$ cat src/rtl/reg_file_sb_if.sv
// Register-file access bundle: writeback, issue and two read ports.
// master = datapath side driving requests, slave = the register file.
interface reg_file_sb_if #(
  parameter int WIDTH = 16,
  parameter int NREGS = 8
);
  localparam int ADDR_W = (NREGS > 1) ? $clog2(NREGS) : 1;

  logic              wr_en;
  logic [ADDR_W-1:0] wr_addr;
  logic [WIDTH-1:0]  wr_data;
  logic              iss_en;
  logic [ADDR_W-1:0] iss_addr;
  logic [ADDR_W-1:0] rd_addr0;
  logic [WIDTH-1:0]  rd_data0;
  logic              pend0;
  logic [ADDR_W-1:0] rd_addr1;
  logic [WIDTH-1:0]  rd_data1;
  logic              pend1;

  modport master (
    output wr_en, wr_addr, wr_data, iss_en, iss_addr, rd_addr0, rd_addr1,
    input  rd_data0, pend0, rd_data1, pend1
  );

  modport slave (
    input  wr_en, wr_addr, wr_data, iss_en, iss_addr, rd_addr0, rd_addr1,
    output rd_data0, pend0, rd_data1, pend1
  );
endinterface

$ cat src/rtl/reg_file_sb.sv
// Multi-entry register file with one write port, two combinational read
// ports, optional write->read forwarding, optional hard-zero entry 0 and a
// per-entry pending (RAW hazard) scoreboard.

// One combinational read port: entry select, out-of-range -> 0, forwarding.
module reg_file_sb_rdport #(
  parameter int WIDTH  = 16,
  parameter int NREGS  = 8,
  parameter int ADDR_W = 3,
  parameter int BYPASS = 1
) (
  input  logic [NREGS-1:0][WIDTH-1:0] mem_i,
  input  logic [NREGS-1:0]            pend_i,
  input  logic [ADDR_W-1:0]           rd_addr_i,
  input  logic                        wr_ok_i,
  input  logic [ADDR_W-1:0]           wr_addr_i,
  input  logic [WIDTH-1:0]            wr_data_i,
  output logic [WIDTH-1:0]            rd_data_o,
  output logic                        pend_o
);
  // Decode by scanning valid entries so indices >= NREGS fall through to 0.
  // wr_ok_i already excludes the hard-zero and out-of-range cases, so the
  // forward path never fires for them.
  always_comb begin
    rd_data_o = '0;
    pend_o    = 1'b0;
    for (int i = 0; i < NREGS; i++) begin
      if (rd_addr_i == ADDR_W'(i)) begin
        rd_data_o = mem_i[i];
        pend_o    = pend_i[i];
      end
    end
    if (BYPASS != 0 && wr_ok_i && wr_addr_i == rd_addr_i) begin
      rd_data_o = wr_data_i;
      pend_o    = 1'b0;
    end
  end
endmodule

module reg_file_sb #(
  parameter int               WIDTH     = 16,
  parameter int               NREGS     = 8,
  parameter int               ZERO_REG  = 0,
  parameter int               BYPASS    = 1,
  parameter logic [WIDTH-1:0] RESET_VAL = '0
) (
  input  logic         clk,
  input  logic         rst,
  reg_file_sb_if.slave bus
);
  localparam int ADDR_W = (NREGS > 1) ? $clog2(NREGS) : 1;
  localparam int NPORTS = 2;

  logic [NREGS-1:0][WIDTH-1:0]  mem_q, mem_d;
  logic [NREGS-1:0]             pend_q, pend_d;
  logic                         wr_ok, iss_ok;
  logic [NPORTS-1:0][ADDR_W-1:0] rd_addr;
  logic [NPORTS-1:0][WIDTH-1:0]  rd_data;
  logic [NPORTS-1:0]             rd_pend;

  // A strobe only takes effect on an existing, writable entry.
  assign wr_ok  = bus.wr_en && (32'(bus.wr_addr) < NREGS) &&
                  !(ZERO_REG != 0 && bus.wr_addr == '0);
  assign iss_ok = bus.iss_en && (32'(bus.iss_addr) < NREGS) &&
                  !(ZERO_REG != 0 && bus.iss_addr == '0);

  // Next-state: write data per entry; writeback clears pend, issue sets it,
  // and issue wins when both target the same entry (new producer in flight).
  always_comb begin
    mem_d  = mem_q;
    pend_d = pend_q;
    for (int i = 0; i < NREGS; i++) begin
      if (wr_ok && bus.wr_addr == ADDR_W'(i)) begin
        mem_d[i]  = bus.wr_data;
        pend_d[i] = 1'b0;
      end
      if (iss_ok && bus.iss_addr == ADDR_W'(i))
        pend_d[i] = 1'b1;
    end
  end

  // State update; reset dominates any same-cycle strobes. The hard-zero
  // entry resets to 0 and is never written afterwards.
  always_ff @(posedge clk) begin
    if (rst) begin
      for (int i = 0; i < NREGS; i++)
        mem_q[i] <= (ZERO_REG != 0 && i == 0) ? '0 : RESET_VAL;
      pend_q <= '0;
    end else begin
      mem_q  <= mem_d;
      pend_q <= pend_d;
    end
  end

  assign rd_addr[0]   = bus.rd_addr0;
  assign rd_addr[1]   = bus.rd_addr1;
  assign bus.rd_data0 = rd_data[0];
  assign bus.pend0    = rd_pend[0];
  assign bus.rd_data1 = rd_data[1];
  assign bus.pend1    = rd_pend[1];

  for (genvar p = 0; p < NPORTS; p++) begin : g_rd
    reg_file_sb_rdport #(
      .WIDTH (WIDTH),
      .NREGS (NREGS),
      .ADDR_W(ADDR_W),
      .BYPASS(BYPASS)
    ) u_rd (
      .mem_i    (mem_q),
      .pend_i   (pend_q),
      .rd_addr_i(rd_addr[p]),
      .wr_ok_i  (wr_ok),
      .wr_addr_i(bus.wr_addr),
      .wr_data_i(bus.wr_data),
      .rd_data_o(rd_data[p]),
      .pend_o   (rd_pend[p])
    );
  end
endmodule

$ cat src/flat_wrapper.sv
// flat-port wrapper written by rule: the top's interface ports become plain ports
module reg_file_sb_flat 
#(
  parameter int               WIDTH     = 16,
  parameter int               NREGS     = 8,
  parameter int               ZERO_REG  = 0,
  parameter int               BYPASS    = 1,
  parameter logic [WIDTH-1:0] RESET_VAL = '0
)
  (clk, rst, bus_wr_en, bus_wr_addr, bus_wr_data, bus_iss_en, bus_iss_addr, bus_rd_addr0, bus_rd_addr1, bus_rd_data0, bus_pend0, bus_rd_data1, bus_pend1);
  reg_file_sb_if #(.WIDTH(WIDTH), .NREGS(NREGS)) bus_i ();
  input  logic clk;
  input  logic rst;
  input wire logic [$bits(bus_i.wr_en)-1:0] bus_wr_en;
  input wire logic [$bits(bus_i.wr_addr)-1:0] bus_wr_addr;
  input wire logic [$bits(bus_i.wr_data)-1:0] bus_wr_data;
  input wire logic [$bits(bus_i.iss_en)-1:0] bus_iss_en;
  input wire logic [$bits(bus_i.iss_addr)-1:0] bus_iss_addr;
  input wire logic [$bits(bus_i.rd_addr0)-1:0] bus_rd_addr0;
  input wire logic [$bits(bus_i.rd_addr1)-1:0] bus_rd_addr1;
  output wire logic [$bits(bus_i.rd_data0)-1:0] bus_rd_data0;
  output wire logic [$bits(bus_i.pend0)-1:0] bus_pend0;
  output wire logic [$bits(bus_i.rd_data1)-1:0] bus_rd_data1;
  output wire logic [$bits(bus_i.pend1)-1:0] bus_pend1;
  assign bus_i.wr_en = bus_wr_en;
  assign bus_i.wr_addr = bus_wr_addr;
  assign bus_i.wr_data = bus_wr_data;
  assign bus_i.iss_en = bus_iss_en;
  assign bus_i.iss_addr = bus_iss_addr;
  assign bus_i.rd_addr0 = bus_rd_addr0;
  assign bus_i.rd_addr1 = bus_rd_addr1;
  assign bus_rd_data0 = bus_i.rd_data0;
  assign bus_pend0 = bus_i.pend0;
  assign bus_rd_data1 = bus_i.rd_data1;
  assign bus_pend1 = bus_i.pend1;
  reg_file_sb #(.WIDTH(WIDTH), .NREGS(NREGS), .ZERO_REG(ZERO_REG), .BYPASS(BYPASS), .RESET_VAL(RESET_VAL)) u_core (.clk(clk), .rst(rst), .bus(bus_i));
endmodule
$ cat config.mk
export PLATFORM = sky130hd
export DESIGN_NAME = reg_file_sb_flat
export DESIGN_NICKNAME = d
export VERILOG_FILES = /design/src/rtl/reg_file_sb_if.sv /design/src/rtl/reg_file_sb.sv /design/src/flat_wrapper.sv
export SDC_FILE = /design/constraint.sdc
export NUM_CORES = 1
export LEC_CHECK = 0
export BUFFER_PORTS_ARGS = -buffer_cell sky130_fd_sc_hd__buf_2
export CAP_MARGIN = 30
export CORE_ASPECT_RATIO = 0.8
export CORE_MARGIN = 2
export CORE_UTILIZATION = 44
export DETAILED_ROUTE_END_ITERATION = 12
export PLACE_DENSITY = 0.71
export SLEW_MARGIN = 20
export SYNTH_ARGS = -nofsm -noshare
export SYNTH_HDL_FRONTEND = slang
export SYNTH_SLANG_ARGS = --single-unit
$ cat constraint.sdc
create_clock -name clk -period 1.58 [get_ports clk]
set_input_delay 0.079 -clock clk [delete_from_list [all_inputs] [get_ports clk]]
set_output_delay 0.079 -clock clk [all_outputs]
set_load 0.02 [all_outputs]
==> reports/metrics.cfg, run 1 <==
[run_status]
status = finished, violations left
failed_checks = setup timing

[detailed_routing]
drt_iter0_markers = 1073
met2_wirelength_mm = 12.14
route.layer.met1.wl_mm = 12.21
antenna_left = 0
detail_route.first_pass.iterations = 5
dr_total_vias = 8206
met3WireLength_mm = 3.182
dr.max_layer_used = met4
totalWireLength_mm = 27.81
routed_via_density = 5.925
detail_route.drc_violations = 0
wire_length_per_cell_um = 20.08

[clock_network]
tritoncts = built
worst_skew_pair.late_latency_ps = 430
clkSinkCount = 136
cts_root_buffer = sky130_fd_sc_hd__clkbuf_16
tritoncts.num_buffers = 17
clk_transition_reported_paths_ps = 60
cts.htree.levels = 4
clk_path_buf_depth = 2

[floorplanning]
die_width_um = 154.8
die_h_um = 124.6
design.portCount = 66
core_area_um2 = 18000
initial_utilization_pct = 44.45
die-area_um2 = 19290
rows = 44

[synthesis]
synth.area.top_cells = sky130_fd_sc_hd__dfxtp_1, sky130_fd_sc_hd__nand2_1, sky130_fd_sc_hd__mux2i_1
seq_area_frac_synth_pct = 34.02
ys_ff_latch = 136
synthesis.instances = 1051
yosys.area.top_type_share_pct = 34.02
synth.net_count = 1083
synth.distinct_cells = 50
synth_async_sr_flop_share_pct = 0
avgSynthCellArea_um2 = 7.614
synth-edff-count = 0
yosys_most_used_dff = sky130_fd_sc_hd__dfxtp_1
netlist_area_um2 = 8003
yosysWarnings = 0
synth_top_cell_by_area = sky130_fd_sc_hd__dfxtp_1

[final_layout]
antenna_cells_inserted = 0
fillCellCount = 1541
post_route_cells_drive_above_1_share_pct = 35.50
area_growth_pct = 29.83
nNetsFinal = 1176

[placement]
dp_slack_ps = -197.4
hpwl_mm = 18.34
io_buffers = 65
globalplace.congestion = 0.9135

[hold_path]
hp-class = in2reg

[timing]
finalSetupViolations = 30
final_critical_path_setup_slack_ps = -237.3
rsz0062_at_grt = yes
worst_slew_margin_rel_pct = 68.18
fmaxAchievable_mhz = 550.3
fin_crit_ps = 1817
layout_worst_path_cycle_share_pct = 115.0
slew_at_the_pin_closest_to_its_max_slew_limit_ps = 476.2
clock_skew_ps = 0
finalMaxSlewViolations = 0
totalNegativeSetupSlack_ps = -2715
finalHoldViolCount = 0

[grt]
track_usage_pct = 28.35
remaining_overflow_grt = 0
grt_pass1_wl_mm = 42.49
maximum_number_of_pins_on_one_net_before_global_route_repair = 58
grt_antenna_before_repair = 0
grt_pass1_vias = 7624

[setup_path]
critical-path-top-delay-family = multiplexers
crit_fanout = 3
crit_path_max_incr_delay_ps = 490
crit_buf_inv = 1
timing.critical_path.from_type = register
critical_path_required_ps = 1500
slowest_stage = sky130_fd_sc_hd__mux4_2
path_cells = mux4_2 > mux2i_4 > a31oi_1 > buf_4
path_class = reg2out
crit_arrival_ps = 1740
critical_path.endpoint_type = output pin

[pwr]
peakVddDrop_mv = 0.7395
leakage_nw = 3.814
power.density_cell_area_nw_per_um2 = 868.4

[job]
max-cap-violations = 0

layout by cell type (no fill, tap or decap), types with 5 or more instances in the layout:
cell	Yosys	routed
sky130_fd_sc_hd__or2_2	24	24
sky130_fd_sc_hd__dlygate4sd3_1	0	16
sky130_fd_sc_hd__o21ai_0	72	40
sky130_fd_sc_hd__mux4_2	10	10
sky130_fd_sc_hd__mux2i_1	83	54
sky130_fd_sc_hd__inv_1	5	5
sky130_fd_sc_hd__nor3b_1	25	21
sky130_fd_sc_hd__mux2_2	6	6
sky130_fd_sc_hd__nand2b_1	6	6
sky130_fd_sc_hd__o22ai_4	0	8
sky130_fd_sc_hd__nor2_1	65	65
sky130_fd_sc_hd__dfxtp_2	0	70
sky130_fd_sc_hd__dfxtp_1	136	59
sky130_fd_sc_hd__a31oi_1	27	27
sky130_fd_sc_hd__buf_12	1	9
sky130_fd_sc_hd__buf_4	15	106
sky130_fd_sc_hd__o22ai_2	0	15
sky130_fd_sc_hd__buf_2	28	33
sky130_fd_sc_hd__dfxtp_4	0	7
sky130_fd_sc_hd__a21oi_1	130	130
sky130_fd_sc_hd__nand2_1	260	260
sky130_fd_sc_hd__buf_6	8	8
sky130_fd_sc_hd__o21ai_2	0	20
sky130_fd_sc_hd__clkbuf_16	0	18
sky130_fd_sc_hd__o21ai_1	9	21
sky130_fd_sc_hd__mux2i_4	0	14
sky130_fd_sc_hd__mux2i_2	0	15
sky130_fd_sc_hd__clkinv_2	0	6
sky130_fd_sc_hd__nor2b_1	6	6
routing by layer:
metal  vias up  GRT usage, %
met4         0         7.026
met3        27         7.516
met1      3910         41.56
li1       3821             -
met5         -             0
met2       448         41.28
path summary, 6_finish.rpt:
check / start / to / slack [ps] / cells after the start
setup reg to reg: u_core.pend_q[3] / u_core.pend_q[3] / 190 / 4
setup / recovery: u_core.mem_q[53] / bus_rd_data1[5] / -240 / 4
hold / removal: bus_wr_data[15] / u_core.mem_q[31] / 20 / 3
hold reg to reg: u_core.mem_q[62] / u_core.mem_q[62] / 460 / 2
through the flow:
| step | cells | total power [mW] | hold WS [ps] | area [µm²] | utilization (%) |
|---|---|---|---|---|---|
| finish | 1385 | 9.023 | 23.49 | 10390 | 57.71 |
| global route | 1385 | 9.314 | 17.44 | 10390 | 57.71 |
| floorplan | 1051 | 4.561 | 228.9 | 8003 | - |
| detailed placement | 1334 | 5.030 | 403.5 | 8847 | 49.15 |
| CTS | 1385 | 8.908 | 2.709 | 10070 | 55.91 |
| global placement | 1334 | 5.010 | 392.0 | 8847 | 49.15 |
timing repair:
item / CTS / global route
gates resized for setup: 174 / 86
hold buffers: 16 / 0
pin swaps: 55 / 34
endpoints found under the setup margin: 34 / 34
buffers inserted: 11 / 1
gates cloned: 0 / 1
endpoints found under the hold margin: 37 / 0
state kept, by name, summed over array words and instances, names as in the netlist:
| name | cells |
|---|---|
| u_core.pend_q | 8 |
| u_core.mem_q | 128 |
area by class of cell:
type | instances | area, µm² | area share, %
well taps | 230 | 287.8 | 2.770
repair buffers | 174 | 1424 | 13.70
inverters | 5 | 18.77 | 0.1806
clock inverters | 10 | 106.4 | 1.024
clock buffers | 20 | 436.7 | 4.203
multi-input cells | 810 | 5280 | 50.82
flip-flops and latches | 136 | 2836 | 27.30
cells by family (layout without fill, tap and decap cells):
kind of cell | after synthesis | after routing | share of synthesized area (%)
buf+inv | 105 | 209 | 7.036
simple gates | 419 | 419 | 24.11
xor+xnor | 6 | 6 | 1.032
compound gates | 284 | 284 | 19.43
mux | 101 | 101 | 14.37
flops | 136 | 136 | 34.02
tightest hold or removal path, cell delays in order:
cell	delay, ps
sky130_fd_sc_hd__buf_2	190
sky130_fd_sc_hd__nand2_1	90
sky130_fd_sc_hd__a21oi_1	50
cells in the mapped netlist, types with 2 or more instances:
cell and n:
sky130_fd_sc_hd__clkbuf_1 46, sky130_fd_sc_hd__buf_4 15, sky130_fd_sc_hd__a31oi_1 27, sky130_fd_sc_hd__buf_6 8, sky130_fd_sc_hd__dfxtp_1 136, sky130_fd_sc_hd__nand3_2 4, sky130_fd_sc_hd__a21oi_1 130, sky130_fd_sc_hd__nor2_2 2
sky130_fd_sc_hd__mux2_2 6, sky130_fd_sc_hd__nand3_1 4, sky130_fd_sc_hd__and2_1 2, sky130_fd_sc_hd__o21ai_1 9, sky130_fd_sc_hd__nand2_1 260, sky130_fd_sc_hd__a22oi_1 4, sky130_fd_sc_hd__nor2b_4 2, sky130_fd_sc_hd__or2_2 24
sky130_fd_sc_hd__mux2i_1 83, sky130_fd_sc_hd__buf_2 28, sky130_fd_sc_hd__o22ai_1 27, sky130_fd_sc_hd__nor3b_1 25, sky130_fd_sc_hd__nand2_2 4, sky130_fd_sc_hd__xnor2_1 2, sky130_fd_sc_hd__xnor2_2 4, sky130_fd_sc_hd__nor2b_1 6
sky130_fd_sc_hd__o2bb2ai_1 5, sky130_fd_sc_hd__inv_1 5, sky130_fd_sc_hd__a32oi_1 4, sky130_fd_sc_hd__o21ai_0 72, sky130_fd_sc_hd__and3_1 2, sky130_fd_sc_hd__o22a_1 3, sky130_fd_sc_hd__nor2_4 4, sky130_fd_sc_hd__mux4_2 10
sky130_fd_sc_hd__nor2_1 65, sky130_fd_sc_hd__nand4_1 2, sky130_fd_sc_hd__nand2b_1 6
power by group:
| group | switching (mW) | internal (mW) |
|---|---|---|
| sequential | 0.0738 | 3.51 |
| combinational | 0.969 | 0.689 |
| clock | 1.50 | 2.28 |
| total | 2.54 | 6.48 |
Note: power is estimated with default switching activity, not from simulation.
==> inputs of run 2 (changes only) <==
CORE_MARGIN = unset   (was 2)
PLACE_DENSITY = 0.62   (was 0.71)
==> run 2 against run 1 <==
Net effect: the flow still finishes with violations (setup timing); non-clock buffer count grew 15; critical endpoint unchanged; maximum frequency rose by 0.27%; cell area increased by 2.3%.
==> reports/metrics.cfg, run 2 (same netlist as run 1, synthesis figures left out) <==
[floorplanning]
die_h_um = 122.6  ; was 124.6 µm
die_width_um = 152.8  ; was 154.8 µm
initial_utilization_pct = 45.63  ; was 44.45%
die-area_um2 = 18730  ; was 19290 µm²
design.portCount = 66  ; unchanged
core_area_um2 = 17540  ; was 18000 µm²
rows = 43  ; was 44

[timing]
fmaxAchievable_mhz = 551.7  ; was 550.3 MHz
clock_skew_ps = 0  ; unchanged
finalSetupViolations = 33  ; was 30
layout_worst_path_cycle_share_pct = 114.7  ; was 115.0%
totalNegativeSetupSlack_ps = -3576  ; was -2715 ps
finalHoldViolCount = 0  ; unchanged
worst_slew_margin_rel_pct = 70.25  ; was 68.18%
fin_crit_ps = 1812  ; was 1817 ps
rsz0062_at_grt = yes  ; unchanged
slew_at_the_pin_closest_to_its_max_slew_limit_ps = 445.2  ; was 476.2 ps
final_critical_path_setup_slack_ps = -232.5  ; was -237.3 ps
finalMaxSlewViolations = 0  ; unchanged

[setup_path]
timing.critical_path.from_type = register  ; unchanged
path_cells = mux4_2 > mux2i_4 > a31oi_1 > buf_2  ; was mux4_2 > mux2i_4 > a31oi_1 > buf_4
path_class = reg2out  ; unchanged
crit_arrival_ps = 1730  ; was 1740 ps
worst-r2r-cell-count = 4  ; unchanged
reg2reg_from = u_core.pend_q[3]  ; unchanged
crit_path_max_incr_delay_ps = 510  ; was 490 ps
destination_of_the_worst_register_to_register_timing_path = u_core.pend_q[3]  ; unchanged
crit_fanout = 2  ; was 3
worst_setup_path_startpoint = u_core.mem_q[53]  ; unchanged
regToRegSetupSlack_ps = 230  ; was 190 ps
critical_path_required_ps = 1500  ; about the same
critical_path.endpoint_type = output pin  ; unchanged
slowest_stage = sky130_fd_sc_hd__mux4_2  ; unchanged
crit_buf_inv = 1  ; unchanged
critical-path-top-delay-family = multiplexers  ; unchanged

[final_layout]
post_route_design_area_um2 = 10630  ; was 10390 µm²
post_route_cells_drive_above_1_share_pct = 35.75  ; was 35.50%
most-common-layout-cells = sky130_fd_sc_hd__nand2_1, sky130_fd_sc_hd__a21oi_1, sky130_fd_sc_hd__buf_4  ; unchanged
register_name_with_the_most_flops = u_core.mem_q  ; unchanged
area_growth_pct = 32.77  ; was 29.83%
mostFrequentLayoutCell = sky130_fd_sc_hd__nand2_1  ; unchanged
largest_reg_flops = 128  ; unchanged
antenna_cells_inserted = 0  ; unchanged
fillCellCount = 1543  ; was 1541
seq_area_um2 = 2821  ; was 2836 µm²
fin_util_pct = 60.58  ; was 57.71%
top_flop_regs = u_core.mem_q x128, u_core.pend_q x8  ; unchanged
multi_input_area_um2 = 5246  ; was 5280 µm²
nNetsFinal = 1191  ; was 1176

[grt]
remaining_overflow_grt = 0  ; unchanged
grt_pass1_vias = 7678  ; was 7624
track_usage_pct = 32.73  ; was 28.35%
maximum_number_of_pins_on_one_net_before_global_route_repair = 49  ; was 58
grt_pass1_wl_mm = 46.13  ; was 42.49 mm
grt_antenna_before_repair = 0  ; unchanged

[placement]
io_buffers = 65  ; unchanged
dp_slack_ps = -291.0  ; was -197.4 ps
hpwl_mm = 20.36  ; was 18.34 mm
globalplace.congestion = 0.9436  ; was 0.9135
place_area_um2 = 9084  ; was 8847 µm²

[pwr]
peakVddDrop_mv = 0.5779  ; was 0.7395 mV
leakage_nw = 3.957  ; was 3.814 nW
report.power.total_mw = 9.490  ; was 9.023 mW
power.density_cell_area_nw_per_um2 = 893.2  ; was 868.4 nW/µm²

[detailed_routing]
wire_length_per_cell_um = 21.42  ; was 20.08 µm
dr.max_layer_used = met4  ; unchanged
detail_route.first_pass.iterations = 8  ; was 5
antenna_left = 0  ; unchanged
drt_iter0_markers = 1124  ; was 1073
route.layer.met1.wl_mm = 13.77  ; was 12.21 mm
routed_via_density = 5.921  ; was 5.925
met2_wirelength_mm = 11.87  ; was 12.14 mm
detail_route.drc_violations = 0  ; unchanged
met3WireLength_mm = 3.869  ; was 3.182 mm
totalWireLength_mm = 29.92  ; was 27.81 mm
dr_total_vias = 8272  ; was 8206

[hold_path]
hold_depth = 3  ; unchanged
min-delay-start = bus_wr_data[10]  ; was bus_wr_data[15]
hp-class = in2reg  ; unchanged
hold_endpoint = u_core.mem_q[90]  ; was u_core.mem_q[31]

[clock_network]
cts.htree.levels = 4  ; unchanged
clkSinkCount = 136  ; unchanged
clk_transition_reported_paths_ps = 70  ; was 60 ps
cts_root_buffer = sky130_fd_sc_hd__clkbuf_16  ; unchanged
worst_skew_pair.late_latency_ps = 430  ; about the same
clk_path_buf_depth = 2  ; unchanged
tritoncts = built  ; unchanged
tritoncts.num_buffers = 17  ; unchanged

[job]
max-cap-violations = 0  ; unchanged

[run_status]
failed_checks = setup timing  ; unchanged
status = finished, violations left  ; unchanged

## run 2: final cells by class
cell class	instances	share of cell area, %
clock buffer	23	4.781
inverter	5	0.1766
multi-input combinational	810	49.38
tap	225	2.650
timing repair buffer	189	15.39
clock inverter	9	1.072
sequential	136	26.55
## run 2: worst min-delay path, cell delays in order
cell	delay, ps
sky130_fd_sc_hd__buf_2	190
sky130_fd_sc_hd__nand2_1	90
sky130_fd_sc_hd__a21oi_1	50
## run 2: per-stage QoR
| stage | instances | hold WS, ps |
|---|---|---|
| floorplan | 1051 | 228.9 |
| global placement | 1348 | 397.8 |
| detailed placement | 1348 | 412.1 |
| CTS | 1399 | 5.882 |
| global route | 1397 | 21.88 |
| finish | 1397 | 10.54 |
## run 2: timing repair
item,4_1_cts,5_1_grt
hold buffers,16,0
endpoints found under the setup margin,34,34
buffers inserted,12,3
endpoints found under the hold margin,25,0
pin swaps,63,38
gates resized for setup,169,70
## run 2: power breakdown
| group | leakage (nW) | total, mW | switching, mW | internal, mW |
|---|---|---|---|---|
| combinational | 2.52 | 1.72 | 1.00 | 0.713 |
| sequential | 1.14 | 3.58 | 0.0740 | 3.51 |
| clock | 0.298 | 4.19 | 1.61 | 2.58 |
| total | 3.96 | 9.49 | 2.69 | 6.80 |
## run 2: worst max-delay path by stage
stage,endpoint,cells after the start,slack (ps)
2_1_floorplan,bus_rd_data0[13],7,170
3_3_place_gp,bus_rd_data0[1],7,-280
3_5_place_dp,bus_rd_data0[1],7,-290
4_1_cts,bus_rd_data1[5],4,-230
5_1_grt,bus_rd_data1[5],4,-280
6_report,bus_rd_data1[5],4,-230
## run 2: layer usage
layer | vias to the layer above | track usage [%]
met5 | - | 0
met4 | 0 | 7.576
met3 | 42 | 11.51
met2 | 468 | 44.87
met1 | 3927 | 48.12
li1 | 3835 | -
==> inputs of run 3 (changes only) <==
CELL_PAD_IN_SITES_DETAIL_PLACEMENT = 0   (was unset)
CELL_PAD_IN_SITES_GLOBAL_PLACEMENT = 1   (was unset)
CORE_MARGIN = 2   (was unset)
PLACE_DENSITY = 0.79   (was 0.62)
==> run 3 against run 2 <==
Net effect: setup slack got worse by 33 ps; maximum frequency decreased by 1.8%; via count decreased by 1.3%; utilization decreased by 1.6 points; first-iteration DRC count decreased by 8.5%; sequential cell count unchanged; critical endpoint unchanged; the flow still finishes with violations (setup timing); die area increased by 3.0%; total power decreased by 2.0%; register-to-register slack improved by 110 ps; clock skew unchanged; count of clock-buffer cells in the layout unchanged; highest routed layer unchanged; critical path depth unchanged.
==> reports/metrics.cfg, run 3 (same netlist as run 1, synthesis figures left out) <==
[timing]
final.hold.worst_slack_ps = 17.76  ; was 10.54 ps
rsz0062_at_grt = yes  ; unchanged
fmaxAchievable_mhz = 541.9  ; was 551.7 MHz
final_critical_path_setup_slack_ps = -265.3  ; was -232.5 ps
layout_worst_path_cycle_share_pct = 116.8  ; was 114.7%
finalSetupViolations = 29  ; was 33
clock_skew_ps = 0  ; unchanged
totalNegativeSetupSlack_ps = -2459  ; was -3576 ps
worst_slew_margin_rel_pct = 70.50  ; was 70.25%
finalHoldViolCount = 0  ; unchanged
slew_at_the_pin_closest_to_its_max_slew_limit_ps = 441.5  ; was 445.2 ps
fin_crit_ps = 1845  ; was 1812 ps
finalMaxSlewViolations = 0  ; unchanged

[final_layout]
fin_util_pct = 58.95  ; was 60.58%
nNetsFinal = 1192  ; was 1191
antenna_cells_inserted = 0  ; unchanged
post_route_cells_drive_above_1_share_pct = 35.07  ; was 35.75%
largest_reg_flops = 128  ; unchanged
register_name_with_the_most_flops = u_core.mem_q  ; unchanged
area_growth_pct = 32.60  ; was 32.77%
fillCellCount = 1600  ; was 1543
post_route_design_area_um2 = 10610  ; was 10630 µm²
most-common-layout-cells = sky130_fd_sc_hd__nand2_1, sky130_fd_sc_hd__a21oi_1, sky130_fd_sc_hd__buf_4  ; unchanged
top_flop_regs = u_core.mem_q x128, u_core.pend_q x8  ; unchanged
mostFrequentLayoutCell = sky130_fd_sc_hd__nand2_1  ; unchanged

[setup_path]
path_class = reg2out  ; unchanged
crit_arrival_ps = 1770  ; was 1730 ps
critical_path.endpoint_type = output pin  ; unchanged
critical_path_required_ps = 1500  ; about the same
crit_fanout = 3  ; was 2
worst_setup_path_startpoint = u_core.mem_q[53]  ; unchanged
timing.critical_path.from_type = register  ; unchanged
reg2reg_from = u_core.pend_q[3]  ; unchanged

[detailed_routing]
wire_length_per_cell_um = 21.27  ; was 21.42 µm
dr_total_vias = 8163  ; was 8272
route.layer.met1.wl_mm = 14.10  ; was 13.77 mm
dr.max_layer_used = met4  ; unchanged
antenna_left = 0  ; unchanged
routed_via_density = 5.822  ; was 5.921
met3WireLength_mm = 3.030  ; was 3.869 mm
met2_wirelength_mm = 12.25  ; was 11.87 mm
detail_route.first_pass.iterations = 5  ; was 8
drt_iter0_markers = 1028  ; was 1124
totalWireLength_mm = 29.82  ; was 29.92 mm
detail_route.drc_violations = 0  ; unchanged

[clock_network]
worst_skew_pair.late_latency_ps = 420  ; was 430 ps
clkSinkCount = 136  ; unchanged
cts.htree.levels = 4  ; unchanged
clk_transition_reported_paths_ps = 60  ; was 70 ps
tritoncts.num_buffers = 17  ; unchanged
cts_root_buffer = sky130_fd_sc_hd__clkbuf_16  ; unchanged
tritoncts = built  ; unchanged
clk_path_buf_depth = 2  ; unchanged

[floorplanning]
rows = 44  ; was 43
design.portCount = 66  ; unchanged
die_h_um = 124.6  ; was 122.6 µm
die_width_um = 154.8  ; was 152.8 µm
initial_utilization_pct = 44.45  ; was 45.63%
die-area_um2 = 19290  ; was 18730 µm²
core_area_um2 = 18000  ; was 17540 µm²

[grt]
grt_pass1_wl_mm = 45.45  ; was 46.13 mm
maximum_number_of_pins_on_one_net_before_global_route_repair = 40  ; was 49
grt_antenna_before_repair = 0  ; unchanged
grt_pass1_vias = 7503  ; was 7678
remaining_overflow_grt = 0  ; unchanged
track_usage_pct = 30.90  ; was 32.73%

[run_status]
failed_checks = setup timing  ; unchanged
status = finished, violations left  ; unchanged

[pwr]
power.density_cell_area_nw_per_um2 = 876.6  ; was 893.2 nW/µm²
leakage_nw = 3.920  ; was 3.957 nW
peakVddDrop_mv = 0.5612  ; was 0.5779 mV

[placement]
io_buffers = 65  ; unchanged
place_area_um2 = 9123  ; was 9084 µm²
hpwl_mm = 20.51  ; was 20.36 mm
globalplace.congestion = 0.8993  ; was 0.9436

[hold_path]
hp-class = in2reg  ; unchanged
min-delay-start = bus_iss_addr[1]  ; was bus_wr_data[10]

[job]
max-cap-violations = 0  ; unchanged

[run 3: cell count changes in the layout (fill, tap and decap cells not counted), sizes merged]
cell | before | now
buf | 171 | 175
clkinv | 4 | 5
dlygate4sd3 | 16 | 13
clkinvlp | 3 | 0
bufinv | 2 | 3
[run 3: area by class of cell]
class / instances / area (µm²) / share of cell area (%)
inverter: 5 / 18.77 / 0.1769
tap: 230 / 287.8 / 2.712
clock inverter: 8 / 122.6 / 1.156
timing repair buffer: 190 / 1622 / 15.28
sequential: 136 / 2839 / 26.75
multi-input combinational: 810 / 5264 / 49.61
clock buffer: 23 / 457.9 / 4.316
[run 3: through the flow]
| stage | cells | setup WS [ps] | power (mW) |
|---|---|---|---|
| 2_1_floorplan | 1051 | 165.9 | 4.561 |
| 3_3_place_gp | 1359 | -236.0 | 5.115 |
| 3_5_place_dp | 1359 | -254.2 | 5.129 |
| 4_1_cts | 1400 | -257.7 | 9.243 |
| 5_1_grt | 1402 | -305.7 | 9.609 |
| 6_report | 1402 | -265.3 | 9.301 |
[run 3: path summary, 6_finish.rpt]
| path | to | slack (ps) | depth (start not counted) |
|---|---|---|---|
| worst max register to register | u_core.pend_q[3] | 340 | 3 |
| worst min-delay path | u_core.pend_q[7] | 20 | 3 |
| worst max-delay path | bus_rd_data1[5] | -270 | 4 |
| worst min register to register | u_core.mem_q[59] | 470 | 2 |
[run 3: worst max-delay path, stage by stage (launching register included)]
cell and delay [ps]:
sky130_fd_sc_hd__dfxtp_2 330, sky130_fd_sc_hd__mux4_2 520, sky130_fd_sc_hd__mux2i_2 200, sky130_fd_sc_hd__a31oi_1 130, sky130_fd_sc_hd__buf_4 170
[run 3: report_power, final]
group | switching, mW | leakage [nW] | internal [mW]
clock | 1.50 | 0.285 | 2.51
sequential | 0.0736 | 1.14 | 3.49
combinational | 1.00 | 2.50 | 0.716
total | 2.58 | 3.92 | 6.72
[run 3: what timing repair did]
item / in CTS / in global routing
resized for setup: 174 / 75
endpoints found under the hold margin: 27 / 0
hold buffers: 13 / 0
setup endpoints to repair: 34 / 34
pin swaps: 69 / 38
buffers inserted: 10 / 4
cloned: 0 / 0
[run 3: per-layer routing]
metal  track usage [%]  vias to the layer above
met5                 0                        -
met4             8.388                        0
met3             7.376                       40
met2             42.04                      430
met1             48.00                     3847
li1                  -                     3846
